--- src/rtl/led_controller_pkg.sv ---
// Shared register map, reset values and access-FSM encoding for led_controller.
package led_controller_pkg;

    localparam logic [31:0] OFF_DATA   = 32'h00;
    localparam logic [31:0] OFF_MASK   = 32'h04;
    localparam logic [31:0] OFF_PERIOD = 32'h08;
    localparam logic [31:0] OFF_STATUS = 32'h0C;
    localparam logic [31:0] OFF_BRIGHT = 32'h10;

    // Only address bits [4:2] select a register.
    localparam logic [2:0] IDX_DATA   = OFF_DATA[4:2];
    localparam logic [2:0] IDX_MASK   = OFF_MASK[4:2];
    localparam logic [2:0] IDX_PERIOD = OFF_PERIOD[4:2];
    localparam logic [2:0] IDX_STATUS = OFF_STATUS[4:2];
    localparam logic [2:0] IDX_BRIGHT = OFF_BRIGHT[4:2];

    localparam logic [31:0] RST_DATA   = 32'h0;
    localparam logic [31:0] RST_MASK   = 32'h0;
    localparam logic [15:0] RST_PERIOD = 16'h0;
    localparam logic [7:0]  RST_BRIGHT = 8'hFF;

    typedef enum logic [1:0] {
        ST_IDLE    = 2'd0,
        ST_ACK     = 2'd1,
        ST_RELEASE = 2'd2
    } state_e;

endpackage

--- src/rtl/led_blink_timer.sv ---
// Prescaler, blink period counter and phase flag; restart clears all three.
module led_blink_timer #(
    parameter int PRESCALE = 1000
) (
    input  logic        i_clock,
    input  logic        i_reset_n,
    input  logic [15:0] period,
    input  logic        restart,
    output logic        phase,
    output logic [15:0] count
);

    localparam int PW = (PRESCALE > 1) ? $clog2(PRESCALE) : 1;
    localparam logic [PW-1:0] PRESCALE_LAST = PW'(PRESCALE - 1);

    logic [PW-1:0] presc_q, presc_d;
    logic [15:0]   count_q, count_d;
    logic          phase_q, phase_d;
    logic          tick;

    always_comb begin
        tick    = (presc_q == PRESCALE_LAST);
        presc_d = tick ? '0 : presc_q + 1'b1;
        count_d = count_q;
        phase_d = phase_q;
        if (restart) begin
            presc_d = '0;
            count_d = '0;
            phase_d = 1'b0;
        end else if (period == 16'd0) begin
            count_d = '0;
            phase_d = 1'b0;
        end else if (tick) begin
            if (count_q == period - 16'd1) begin
                count_d = '0;
                phase_d = ~phase_q;
            end else begin
                count_d = count_q + 16'd1;
            end
        end
    end

    always_ff @(posedge i_clock) begin
        if (!i_reset_n) begin
            presc_q <= '0;
            count_q <= '0;
            phase_q <= 1'b0;
        end else begin
            presc_q <= presc_d;
            count_q <= count_d;
            phase_q <= phase_d;
        end
    end

    assign phase = phase_q;
    assign count = count_q;

endmodule

--- src/rtl/led_controller.sv ---
// Bus-mapped LED driver with blinking; define LED_CONTROLLER_PWM_EN to add
// the BRIGHTNESS register and PWM dimming of o_leds.
module led_controller
    import led_controller_pkg::*;
#(
    parameter int PRESCALE  = 1000,
    parameter int LED_COUNT = 10
) (
    input  logic                 i_clock,
    input  logic                 i_reset_n,
    input  logic                 i_request,
    input  logic                 i_rw,
    input  logic [31:0]          i_address,
    input  logic [31:0]          i_wdata,
    output logic [31:0]          o_rdata,
    output logic                 o_ready,
    output logic [LED_COUNT-1:0] o_leds
);

    state_e               state_q, state_d;
    logic [LED_COUNT-1:0] data_q, data_d, mask_q, mask_d, leds_q, leds_d;
    logic [15:0]          period_q, period_d;
    logic                 ready_q, ready_d;
    logic [31:0]          rdata_q, rdata_d, rd_val;
    logic                 period_wr, phase;
    logic [15:0]          count;
    logic [2:0]           sel;
    logic                 unused_bits;
`ifdef LED_CONTROLLER_PWM_EN
    logic [7:0]           bright_q, bright_d, pwm_q, pwm_d;
`endif

    assign sel         = i_address[4:2];
    assign unused_bits = ^{i_address[31:5], i_address[1:0], i_wdata};

    led_blink_timer #(.PRESCALE(PRESCALE)) u_timer (
        .i_clock   (i_clock),
        .i_reset_n (i_reset_n),
        .period    (period_q),
        .restart   (period_wr),
        .phase     (phase),
        .count     (count)
    );

    always_comb begin
        case (sel)
            IDX_DATA:   rd_val = 32'(data_q);
            IDX_MASK:   rd_val = 32'(mask_q);
            IDX_PERIOD: rd_val = 32'(period_q);
            IDX_STATUS: rd_val = {count, 15'd0, phase};
`ifdef LED_CONTROLLER_PWM_EN
            IDX_BRIGHT: rd_val = 32'(bright_q);
`endif
            default:    rd_val = '0;
        endcase
    end

    always_comb begin
        state_d   = state_q;
        data_d    = data_q;
        mask_d    = mask_q;
        period_d  = period_q;
        ready_d   = 1'b0;
        rdata_d   = rdata_q;
        period_wr = 1'b0;
`ifdef LED_CONTROLLER_PWM_EN
        bright_d  = bright_q;
`endif
        case (state_q)
            ST_IDLE: if (i_request) state_d = ST_ACK;
            ST_ACK: begin
                ready_d = 1'b1;
                state_d = ST_RELEASE;
                if (i_rw) begin
                    rdata_d = '0;
                    case (sel)
                        IDX_DATA:   data_d = i_wdata[LED_COUNT-1:0];
                        IDX_MASK:   mask_d = i_wdata[LED_COUNT-1:0];
                        IDX_PERIOD: begin
                            period_d  = i_wdata[15:0];
                            period_wr = 1'b1;
                        end
`ifdef LED_CONTROLLER_PWM_EN
                        IDX_BRIGHT: bright_d = i_wdata[7:0];
`endif
                        default: ;
                    endcase
                end else begin
                    rdata_d = rd_val;
                end
            end
            ST_RELEASE: if (!i_request) state_d = ST_IDLE;
            default: state_d = ST_IDLE;
        endcase

        leds_d = data_q ^ (mask_q & {LED_COUNT{phase}});
`ifdef LED_CONTROLLER_PWM_EN
        pwm_d = pwm_q + 8'd1;
        if (pwm_q >= bright_q) leds_d = '0;
`endif
    end

    always_ff @(posedge i_clock) begin
        if (!i_reset_n) begin
            state_q  <= ST_IDLE;
            data_q   <= LED_COUNT'(RST_DATA);
            mask_q   <= LED_COUNT'(RST_MASK);
            period_q <= RST_PERIOD;
            ready_q  <= 1'b0;
            rdata_q  <= '0;
            leds_q   <= '0;
`ifdef LED_CONTROLLER_PWM_EN
            bright_q <= RST_BRIGHT;
            pwm_q    <= '0;
`endif
        end else begin
            state_q  <= state_d;
            data_q   <= data_d;
            mask_q   <= mask_d;
            period_q <= period_d;
            ready_q  <= ready_d;
            rdata_q  <= rdata_d;
            leds_q   <= leds_d;
`ifdef LED_CONTROLLER_PWM_EN
            bright_q <= bright_d;
            pwm_q    <= pwm_d;
`endif
        end
    end

    assign o_ready = ready_q;
    assign o_rdata = rdata_q;
    assign o_leds  = leds_q;

endmodule

--- config.mk ---
export PLATFORM = sky130hd
export DESIGN_NAME = led_controller
export DESIGN_NICKNAME = d
export VERILOG_FILES = /design/src/rtl/led_controller_pkg.sv /design/src/rtl/led_blink_timer.sv /design/src/rtl/led_controller.sv
export SDC_FILE = /design/constraint.sdc
export NUM_CORES = 1
export LEC_CHECK = 0
export BUFFER_PORTS_ARGS = -buffer_cell sky130_fd_sc_hd__clkbuf_2
export CAP_MARGIN = 15
export CORE_MARGIN = 8
export CORE_UTILIZATION = 54
export DETAILED_ROUTE_END_ITERATION = 10
export GPL_TIMING_DRIVEN = 0
export PLACE_DENSITY_LB_ADDON = 0.08
export SKIP_LAST_GASP = 1
export SLEW_MARGIN = 10
export SYNTH_ARGS = -nofsm -noshare
export SYNTH_HDL_FRONTEND = slang
export SYNTH_SLANG_ARGS = --single-unit
--- constraint.sdc ---
create_clock -name i_clock -period 3.4 [get_ports i_clock]
set_input_delay 0.17 -clock i_clock [delete_from_list [all_inputs] [get_ports i_clock]]
set_output_delay 0.17 -clock i_clock [all_outputs]
set_load 0.1 [all_outputs]
# Word-level counts from Yosys, hierarchy flattened
# Cells that the tools add are included.
[totals] regBits=108 in_bits=68 out_inout_bits=43 wordCells=46
[classes] addsub=3 eq_ne=9 muxes=10 bitwise=4 n_reduce_logical=10
[op_table] operator="one-hot mux 32 bit (4 select lines)" count=1
[op_table] operator="two-way mux 32 bit" count=1
[op_table] operator="adder 16 x 1 -> 16 bit (second input constant)" count=1
[op_table] operator="== test 16 bit" count=1
[op_table] operator="logical NOT 16 bit" count=1
[op_table] operator="two-way mux 16 bit" count=1
[op_table] operator="subtractor 16 x 1 -> 16 bit (second input constant)" count=1
[op_table] operator="adder 10 x 1 -> 10 bit (second input constant)" count=1
[op_table] operator="bitwise AND 10 bit" count=1
[op_table] operator="== test 10 bit (second input constant)" count=1
[op_table] operator="bitwise XOR 10 bit" count=1
[op_table] operator="AND reduction 3 bit" count=3
[op_table] operator="== test 3 x 2 -> 1 bit (second input constant)" count=2
[op_table] operator="one-hot mux 2 bit (3 select lines)" count=1
[op_table] operator="OR reduction 3 bit" count=2
[op_table] operator="two-way mux 1 bit" count=4
[op_table] operator="two-way mux 2 bit" count=2
[op_table] operator="!= test 2 bit (second input constant)" count=2
[op_table] operator="AND reduction 2 bit" count=2
[op_table] operator="== test 3 x 1 -> 1 bit (second input constant)" count=1
[op_table] operator="logical NOT 3 bit" count=1
[op_table] operator="== test 2 x 1 -> 1 bit (second input constant)" count=1
[op_table] operator="== test 2 bit (second input constant)" count=1
[op_table] operator="logical NOT 2 bit" count=1
[op_table] operator="NOT 1 bit" count=2

# Longest topological paths before layout
# Gate-level depths: netlist (run 1).
[logic_depth] depth_word=5 depth_mapped=11 mapped_depth_nobuf=8

# Modules after synthesis
# Synthesis (run 1) repeated with hierarchy kept, for this count alone.
[unflattened] cells_unflattened=522 area_unflattened_um2=4842.1
[by_module_without_submodules] module="led_controller" instances=1 cells_per_inst=306 area_each_um2=3091.7
[by_module_without_submodules] module="led_blink_timer" instances=1 cells_per_inst=216 area_each_um2=1750.4

# Worst setup path after synthesis (run 1)
# No wires, ideal clock.
[synth_path] kind="register to register" start="register period_q[3]" end="register u_timer.count_q[10] (netlist: u_timer.count[10])" t_arrival_ns=2.694 slack_ns=0.566 path_stages_with_launch=10 n_path_buf=3 path_cell_list="dfxtp_1 buf_6 or4_1 buf_2 or4_4 a2111oi_4 o22ai_2 nor4_4 buf_6 nor3_2"
[synth_via] elab_chain_len=3 word_cells_on_any_way=5
[synth_rtl] item="start, declared" line="led_controller.sv:22" source="logic [15:0] period_q, period_d;"
[synth_rtl] item="start signal, assigned" line="led_controller.sv:120" source="period_q <= period_d;"
[synth_rtl] item="subtractor 16 x 1 -> 16 bit" line="led_blink_timer.sv:34" source="if (count_q == period - 16'd1) begin"
[synth_rtl] item="== test 16 bit" line="led_blink_timer.sv:34"
[synth_rtl] item="two-way mux 16 bit" line="led_blink_timer.sv:34"
[synth_rtl] item="end signal, assigned" line="led_blink_timer.sv:50" source="count_q <= count_d;"
[synth_rtl] item="end, declared" line="led_blink_timer.sv:17" source="logic [15:0] count_q, count_d;"
# Parallel ways exist; a longest one is shown, timed or not.
# A chain may end at the register's enable or synchronous reset.

# Worst setup path after layout (run 1)
[layout_path] start="register period_q[0]" end="register u_timer.count_q[13] (netlist: u_timer.count[13])"
# Same word-level chain as after synthesis.

==> impl_metrics.toml, run 1 <==
[power]
peakVddDrop_v = 0.000190
p_leak_nw = 2.32
power_density_nw_per_um2 = 389

[cells_and_area]
final_cells = 714
n_antenna_cell = 0
final_core_util_pct = 63.3
register_area_um2 = 2160
multi_input_area_um2 = 2550
nets = 672
area_growth_pct = 13.3
drive_above_1_share_pct = 17.2
nFillCells = 784

[route]
wl_met3_um = 579
met2_length_um = 5570
drt_iter0_drc = 173
avgRoutedWirePerCell_um = 16.4
vias_per_cell = 5.67
wl_met1_um = 5390
ant_nets = 0
vias = 4049
firstDrtPassIters = 5
highest_layer = "met4"
drt-total-wl_um = 11700
drc_errors = 0

[timing]
setup_viol = 0
finClkSkew_ps = 12.3
fin_crit_sh_pct = 94.3
slew_headroom_pct = 43.6
setup_slack_ps = 194
fin_crit_ps = 3210
max_freq_mhz = 312
hold_ws_ps = 41.5
rsz0062_at_grt = "no"
slew_viol_final = 0
worst_pin_slew_ps = 839
setup_tns_ps = 0
hold_violations = 0

[global_route]
gr-total-overflow = 0
grtUsageTotal_pct = 18.8
grt_pass1_vias = 4057
antenna_found_initial = 0
grt_max_degree = 20
grt_pass1_wl_um = 19600

[floorplanning]
num_io_pins = 111
row_count = 34
die_w_um = 111
die_h_um = 111
core_um2 = 8760
start_util_pct = 55.9
die_area_um2 = 12400

[worst_setup_path]
critPathLaunch = "period_q[0]"
path_delay_family = "simple AND/OR/NAND/NOR gates"
cp_slowest_stage_delay_ps = 520
r2r_start = "period_q[0]"
cp.required_ps = 3630
cp.arrival_ps = 3440
cp-end-kind = "flop"
path_max_fanout = 10
crit_top_cell = "clkbuf_1"
critical_path.startpoint_type = "flop"
path_cells = "clkbuf_1 > inv_1 > ha_1 > clkbuf_1 > nand2b_1 > or4_4 > a2111oi_4 > o22ai_2 > nor4_4 > buf_6 > nor3_2"
crit_type = "flop to flop"
critPathBufInv = 4
slowest_stage = "or4_4"

[clock_network]
cts.sink_count = 108
cts-resized-gates = 0
numCtsBuffers = 9
clock_latency_ps = 370
cts_tree = "yes"
path_clk_slew_ps = 110
cts_hold_buffers = 0
clk_path_buf_depth = 2
clockRootBuffer = "clkbuf_8"
cts_setup_buffers = 0
cts-htree-levels = 3

[placement]
numPortBuffers = 64
routabilityCongestion = 0.896
hpwlAfterDp_um = 8720
dp_slack_ps = 245
placedCellCount = 698

[synth]
ys_types = 57
yosys_most_used_dff = "dfxtp_1"
synth-warning-count = 0
syn_nets = 597
synth_area_per_cell_um2 = 9.31
synthCells = 526
syn_area_um2 = 4900
async_flop_share_pct = 0
synth_edf_count = 0
yosysSeqAreaShare_pct = 44.1
ys_ff_latch = 108

[worst_hold_path]
min_path_type = "input pin to flop"
worst_hold_startpoint = "i_wdata[11]"

[status]
status = "finished, final reports clean"

[run]
drv_cap = 0
synthesized netlist by cell type, types with 4 or more instances:
cell      number  area share [%]
xnor2_1       24             4.3
a22o_1        22             3.9
o21ai_0        9            0.92
xor2_1        26             4.6
nor3_1        12             1.2
nor3_2        10             2.0
a21oi_1        4            0.41
nand2_1       36             2.8
clkbuf_1      27             2.1
nand3_1       18             1.8
nor2_1        87             6.7
inv_1          9            0.69
dfxtp_1      108              44
mux2i_1       46             9.4
a22oi_1       10             1.5
nand4_1        8             1.0
or4_1          7             1.1
and4_1         5            0.89
placed cells by master (no fill, tap or decap), drive strengths merged, types with 3 or more instances in the layout:
cell	count
a22o	22
nand3	18
dfxtp	108
xor2	26
a21oi	4
mux2i	46
o21ai	9
nand2	36
a31oi	3
or4	8
clkbuf	101
nor2	87
ha	3
a22oi	10
and4	5
clkinv	3
xnor2	24
inv	12
nand4	8
nor3	22
nor4	5
buf	8
logic make-up after synthesis:
family / share of synthesized area (%)
buf+inv: 3.83
xor+xnor: 8.94
flops: 44.1
simple gates: 21.4
compound gates: 10.8
fa+ha+maj: 0.766
mux: 10.1
flip-flops by register name, indices dropped and copies added, names as in the netlist:
name             count
u_timer.presc_q     10
mask_q              10
u_timer.count       16
o_ready              1
o_rdata             32
period_q            16
state_q              2
u_timer.phase        1
data_q              10
o_leds              10
power by group:
part,total [W],internal (W),switching (W)
combinational,0.000119,0.0000371,0.0000821
clock,0.000758,0.000301,0.000457
sequential,0.00128,0.00127,0.00000696
total,0.00216,0.00161,0.000547
cell type report:
| cell class | count | area share [%] |
|---|---|---|
| plain buffers | 35 | 2.71 |
| clock buffers | 10 | 2.48 |
| clock inverters | 6 | 1.01 |
| inverters | 10 | 0.677 |
| multi-input cells | 373 | 45.9 |
| flip-flops and latches | 108 | 39.0 |
| well taps | 108 | 2.44 |
| repair buffers | 64 | 5.77 |
worst register-to-register path, stage by stage (launching register included):
cell	delay (ps)
dfxtp_1	310
clkbuf_1	210
inv_1	100
ha_1	140
clkbuf_1	350
nand2b_1	180
or4_4	520
a2111oi_4	360
o22ai_2	170
nor4_4	450
buf_6	230
nor3_2	60
path summary, 6_finish.rpt:
| check | slack (ps) | endpoint | depth (start not counted) |
|---|---|---|---|
| worst max-delay path | 190 | u_timer.count[13] | 11 |
| worst min-delay path | 40 | period_q[11] | 3 |
| worst max register to register | 190 | u_timer.count[13] | 11 |
| worst min register to register | 450 | state_q[0] | 1 |
metal layers:
metal | global-route usage (%) | up-vias
met4 | 6.76 | 0
met1 | 23.3 | 1937
met2 | 31.2 | 97
li1 | - | 1999
met5 | 0 | -
met3 | 3.90 | 16
through the flow:
stage	total power [W]	cell area (um2)
3_5_place_dp	0.00143	5350
5_1_grt	0.00224	5550
2_1_floorplan	0.00138	4900
3_3_place_gp	0.00142	5350
6_report	0.00216	5550
4_1_cts	0.00217	5550
Note: power is estimated with default switching activity, not from simulation.
==> run 2: changes to the inputs <==
Settings changed: CORE_UTILIZATION 54 to 30.
==> run 2 against run 1 <==
Die area is 67% higher; combinational power hardly changed; power is 14% higher; first-iteration DRC count is 24% higher; count of clock-buffer cells in the layout is 3 higher; via count is 1.8% lower; sequential share of layout area is 1.6 points lower.
==> impl_metrics.toml, run 2 (synthesized netlist as in run 1, its figures left out) <==
[worst_setup_path]
cp_slowest_stage_delay_ps = 520
path_max_fanout = 10
r2r_end = "u_timer.count[8]"
path_delay_family = "simple AND/OR/NAND/NOR gates"
cp.required_ps = 3610
r2r_cells = 10
r2r_setup_slack_ps = 250
crit_cells = 10
cp-end-kind = "flop"
cp.arrival_ps = 3360
path_cells = "clkbuf_1 > inv_1 > ha_1 > nand2b_1 > or4_4 > a2111oi_4 > o22ai_2 > nor4_4 > buf_6 > nor3_2"
critPathBufInv = 3
slowest_stage = "or4_4"
r2r_start = "period_q[0]"
critical_path.startpoint_type = "flop"
crit_type = "flop to flop"

[global_route]
grtUsageTotal_pct = 13.4
grtUsageMet1_pct = 17.0
busiest_layer = "met2"
grt_use_met3_pct = 3.02
grt_util_met2_pct = 21.9
grt_pass1_wl_um = 21200
grt_max_degree = 17
gr-total-overflow = 0
grt_pass1_vias = 4005
antenna_found_initial = 0

[floorplanning]
die_w_um = 144
start_util_pct = 30.7
die_h_um = 144
num_io_pins = 111
row_count = 46
die_area_um2 = 20700
core_um2 = 15900

[clock_network]
numCtsBuffers = 9
cts_setup_buffers = 0
cts.sink_count = 108
cts-resized-gates = 0
clockRootBuffer = "clkbuf_16"
cts-htree-levels = 3
cts_hold_buffers = 0
cts_tree = "yes"
clock_latency_ps = 350
path_clk_slew_ps = 70
clk_path_buf_depth = 2

[timing]
setup_slack_ps = 250
max_freq_mhz = 317
fin_crit_ps = 3150
worst_pin_slew_ps = 957
rsz0062_at_grt = "no"
setup_tns_ps = 0
slew_viol_final = 0
hold_violations = 0
fin_crit_sh_pct = 92.6
finClkSkew_ps = 11.5
slew_headroom_pct = 36.2
setup_viol = 0

[cells_and_area]
largest_reg_flops = 32
area_growth_pct = 18.0
layout_common_cells = "108 x dfxtp_1, 87 x nor2_1, 64 x clkbuf_2, 46 x mux2i_1, 36 x nand2_1"
nets = 671
drive_above_1_share_pct = 16.7
final_common_cell = "dfxtp_1"
n_antenna_cell = 0

[placement]
hpwlAfterDp_um = 10000
dp_slack_ps = 125
numPortBuffers = 64
routabilityCongestion = 0.794

[worst_hold_path]
hold_end = "period_q[10]"
min_path_type = "input pin to flop"
hold_path_depth = 3
worst_hold_startpoint = "i_wdata[10]"

[route]
firstDrtPassIters = 4
ant_nets = 0
drt_iter0_drc = 215
vias_per_cell = 4.84
drc_errors = 0
drt-total-wl_um = 13400
vias = 3976
avgRoutedWirePerCell_um = 16.3

[power]
peakVddDrop_v = 0.000227
power_density_nw_per_um2 = 427
p_leak_nw = 2.36

[run]
drv_cap = 0

[status]
status = "finished, final reports clean"
run 2: changes by cell type in the layout (fill, tap and decap cells not counted):
cell,change
clkbuf_16,+9
clkbuf_8,-9
clkbuf_1,+2
clkinv_4,-2
inv_8,-2
bufinv_16,+1
run 2: worst reg2reg max path, cell delays in order (launching register included):
cell and delay, ps:
dfxtp_1 300, clkbuf_1 230, inv_1 120, ha_1 370, nand2b_1 180, or4_4 520
a2111oi_4 370, o22ai_2 170, nor4_4 460, buf_6 240, nor3_2 60
run 2: worst max-delay path by stage:
stage,endpoint,startpoint,slack (ps)
2_1_floorplan,u_timer.count[10],period_q[3],570
3_3_place_gp,u_timer.count[12],period_q[0],170
3_5_place_dp,u_timer.count[11],period_q[0],120
4_1_cts,u_timer.count[8],period_q[0],100
5_1_grt,u_timer.count[6],period_q[0],5
6_report,u_timer.count[8],period_q[0],250
run 2: report_power, final:
group          total, W  internal, W  switching (W)
clock network   0.00107     0.000595       0.000475
logic          0.000119    0.0000369      0.0000822
registers       0.00128      0.00127     0.00000703
total           0.00247      0.00190       0.000564
run 2: through the flow:
stage / hold WS (ps) / util (%) / cells / power (W) / instance area, um2
2_1_floorplan: 314 / - / 526 / 0.00138 / 4900
3_3_place_gp: 408 / 34.4 / 806 / 0.00143 / 5490
3_5_place_dp: 411 / 34.4 / 806 / 0.00143 / 5490
4_1_cts: 44.3 / 36.3 / 822 / 0.00251 / 5790
5_1_grt: 53.9 / 36.3 / 821 / 0.00257 / 5780
6_report: 51.2 / 36.3 / 821 / 0.00247 / 5780
run 2: cell type report:
class | instances | area, um2
buffer | 34 | 146
clock buffer | 13 | 250
clock inverter | 3 | 46.3
fill | 1676 | 10200
inverter | 10 | 37.5
multi-input combinational | 373 | 2550
sequential | 108 | 2160
tap | 216 | 270
timing repair buffer | 64 | 320
run 2: routing by layer:
layer / vias to the layer above / part of all wire (%)
met5: - / 0
met4: 0 / 1.2
met3: 18 / 3.7
met2: 71 / 46
met1: 1896 / 49
li1: 1991 / -
==> run 3: changes to the inputs <==
Settings changed: HOLD_SLACK_MARGIN set to 0.03, RECOVER_POWER set to 50.
==> run 3 against run 2 <==
Critical path depth unchanged; first-iteration DRC count shrank 0.93%; setup slack better by 12 ps; sequential power barely moved; clock skew down 0.94 ps; combinational power about the same; cell area shrank 0.95%; die area did not move; fmax up 0.37%; count of clock-buffer cells in the layout is the same; sequential share of layout area grew 0.36 points; largest cell class unchanged; highest routed layer unchanged.
==> impl_metrics.toml, run 3 (synthesized netlist as in run 1, its figures left out) <==
[floorplanning]
die_h_um = 144
core_um2 = 15900
row_count = 46
start_util_pct = 30.7
num_io_pins = 111
die_w_um = 144
die_area_um2 = 20700

[worst_setup_path]
r2r_start = "period_q[0]"
r2r_end = "u_timer.count[8]"
path_max_fanout = 10
cp.arrival_ps = 3350
cp-end-kind = "flop"
critical_path.startpoint_type = "flop"
cp.required_ps = 3610
r2r_setup_slack_ps = 260
r2r_cells = 10
crit_type = "flop to flop"

[cells_and_area]
area_growth_pct = 16.9
nets = 671
register_area_um2 = 2160
nFillCells = 1700
layout_common_cells = "108 x dfxtp_1, 87 x nor2_1, 73 x clkbuf_1, 46 x mux2i_1, 36 x nand2_1"
n_antenna_cell = 0
drive_above_1_share_pct = 9.42
largest_reg_flops = 32
multi_input_area_um2 = 2550
final_common_cell = "dfxtp_1"

[power]
peakVddDrop_v = 0.000230
power_switching_w = 0.000564
sw_frac_of_total_pct = 22.9
power_density_nw_per_um2 = 431
p_leak_nw = 2.21
p_comb_share_pct = 4.8
pwr-share-clk_pct = 43.4
seqPwrFrac_pct = 51.8
internal_power_w = 0.00190

[route]
wl_met1_um = 6590
vias = 3922
wl_met3_um = 475
drt_iter0_drc = 213
firstDrtPassIters = 4
highest_layer = "met4"
met2_length_um = 6170
drt-total-wl_um = 13400
drc_errors = 0
vias_per_cell = 4.78
avgRoutedWirePerCell_um = 16.3
ant_nets = 0

[global_route]
gr-total-overflow = 0
grt_max_degree = 17
grt_pass1_wl_um = 21200
antenna_found_initial = 0
grtUsageTotal_pct = 13.4
grt_pass1_vias = 4005

[clock_network]
clockRootBuffer = "clkbuf_16"
cts_tree = "yes"
cts.sink_count = 108
cts_hold_buffers = 0
cts_setup_buffers = 0
clock_latency_ps = 360
path_clk_slew_ps = 70
clk_path_buf_depth = 2
cts-resized-gates = 0
cts-htree-levels = 3
numCtsBuffers = 9

[run]
drv_cap = 0

[status]
status = "finished, final reports clean"

[timing]
hold_ws_ps = 49.8
worst_pin_slew_ps = 1190
rsz0062_at_grt = "no"
fin_crit_ps = 3140
fin_crit_sh_pct = 92.3
slew_viol_final = 0
finClkSkew_ps = 10.5
max_freq_mhz = 319
hold_violations = 0
setup_tns_ps = 0
slew_headroom_pct = 21.1
setup_viol = 0

[worst_hold_path]
worst_hold_startpoint = "i_wdata[10]"
hold_end = "period_q[10]"
min_path_type = "input pin to flop"
hold_path_depth = 3

[placement]
numPortBuffers = 64
routabilityCongestion = 0.794
hpwlAfterDp_um = 10000
-- run 3: layer usage --
metal / vias up / global-route usage [%]
met4: 0 / 4.37
met3: 18 / 3.02
met5: - / 0
met1: 1857 / 17.0
li1: 1988 / -
met2: 59 / 21.9
-- run 3: power by group through the flow --
stage / sequential [W] / clock [W] / combinational, W
6_report: 0.00128 / 0.00107 / 0.000119
3_3_place_gp: 0.00131 / 0 / 0.000120
5_1_grt: 0.00128 / 0.00116 / 0.000132
3_5_place_dp: 0.00131 / 0 / 0.000120
4_1_cts: 0.00128 / 0.00111 / 0.000121
2_1_floorplan: 0.00131 / 0 / 0.0000672
-- run 3: layout make-up --
cell class	instances	share of cell area [%]
plain buffers	34	2.56
clock buffers	13	4.37
clock inverters	3	0.808
inverters	10	0.655
multi-input cells	373	44.5
flip-flops and latches	108	37.8
well taps	216	4.72
repair buffers	64	4.63
-- run 3: critical path, stage by stage (launching register included) --
cell and delay (ps):
dfxtp_1 300, clkbuf_1 230, inv_1 110, ha_1 370, nand2b_1 180, or4_4 520, a2111oi_4 370, o22ai_2 160
nor4_4 450, buf_6 240, nor3_2 60
-- run 3: through the flow --
stage / cell area (um2) / util [%] / setup WS (ps) / total power, W / cells
5_1_grt: 5730 / 35.9 / 5.29 / 0.00257 / 821
2_1_floorplan: 4900 / - / 566 / 0.00138 / 526
3_5_place_dp: 5490 / 34.4 / 125 / 0.00143 / 806
6_report: 5730 / 35.9 / 262 / 0.00247 / 821
3_3_place_gp: 5490 / 34.4 / 175 / 0.00143 / 806
4_1_cts: 5790 / 36.3 / 102 / 0.00251 / 822
-- run 3: worst max-delay path by stage --
| stage | start | endpoint | slack (ps) |
|---|---|---|---|
| final | period_q[0] | u_timer.count[8] | 260 |
| after global routing | period_q[0] | u_timer.count[6] | 5 |
| after CTS | period_q[0] | u_timer.count[8] | 100 |
| after detailed placement | period_q[0] | u_timer.count[11] | 120 |
| after global placement | period_q[0] | u_timer.count[12] | 170 |
| after floorplan | period_q[3] | u_timer.count[10] | 570 |
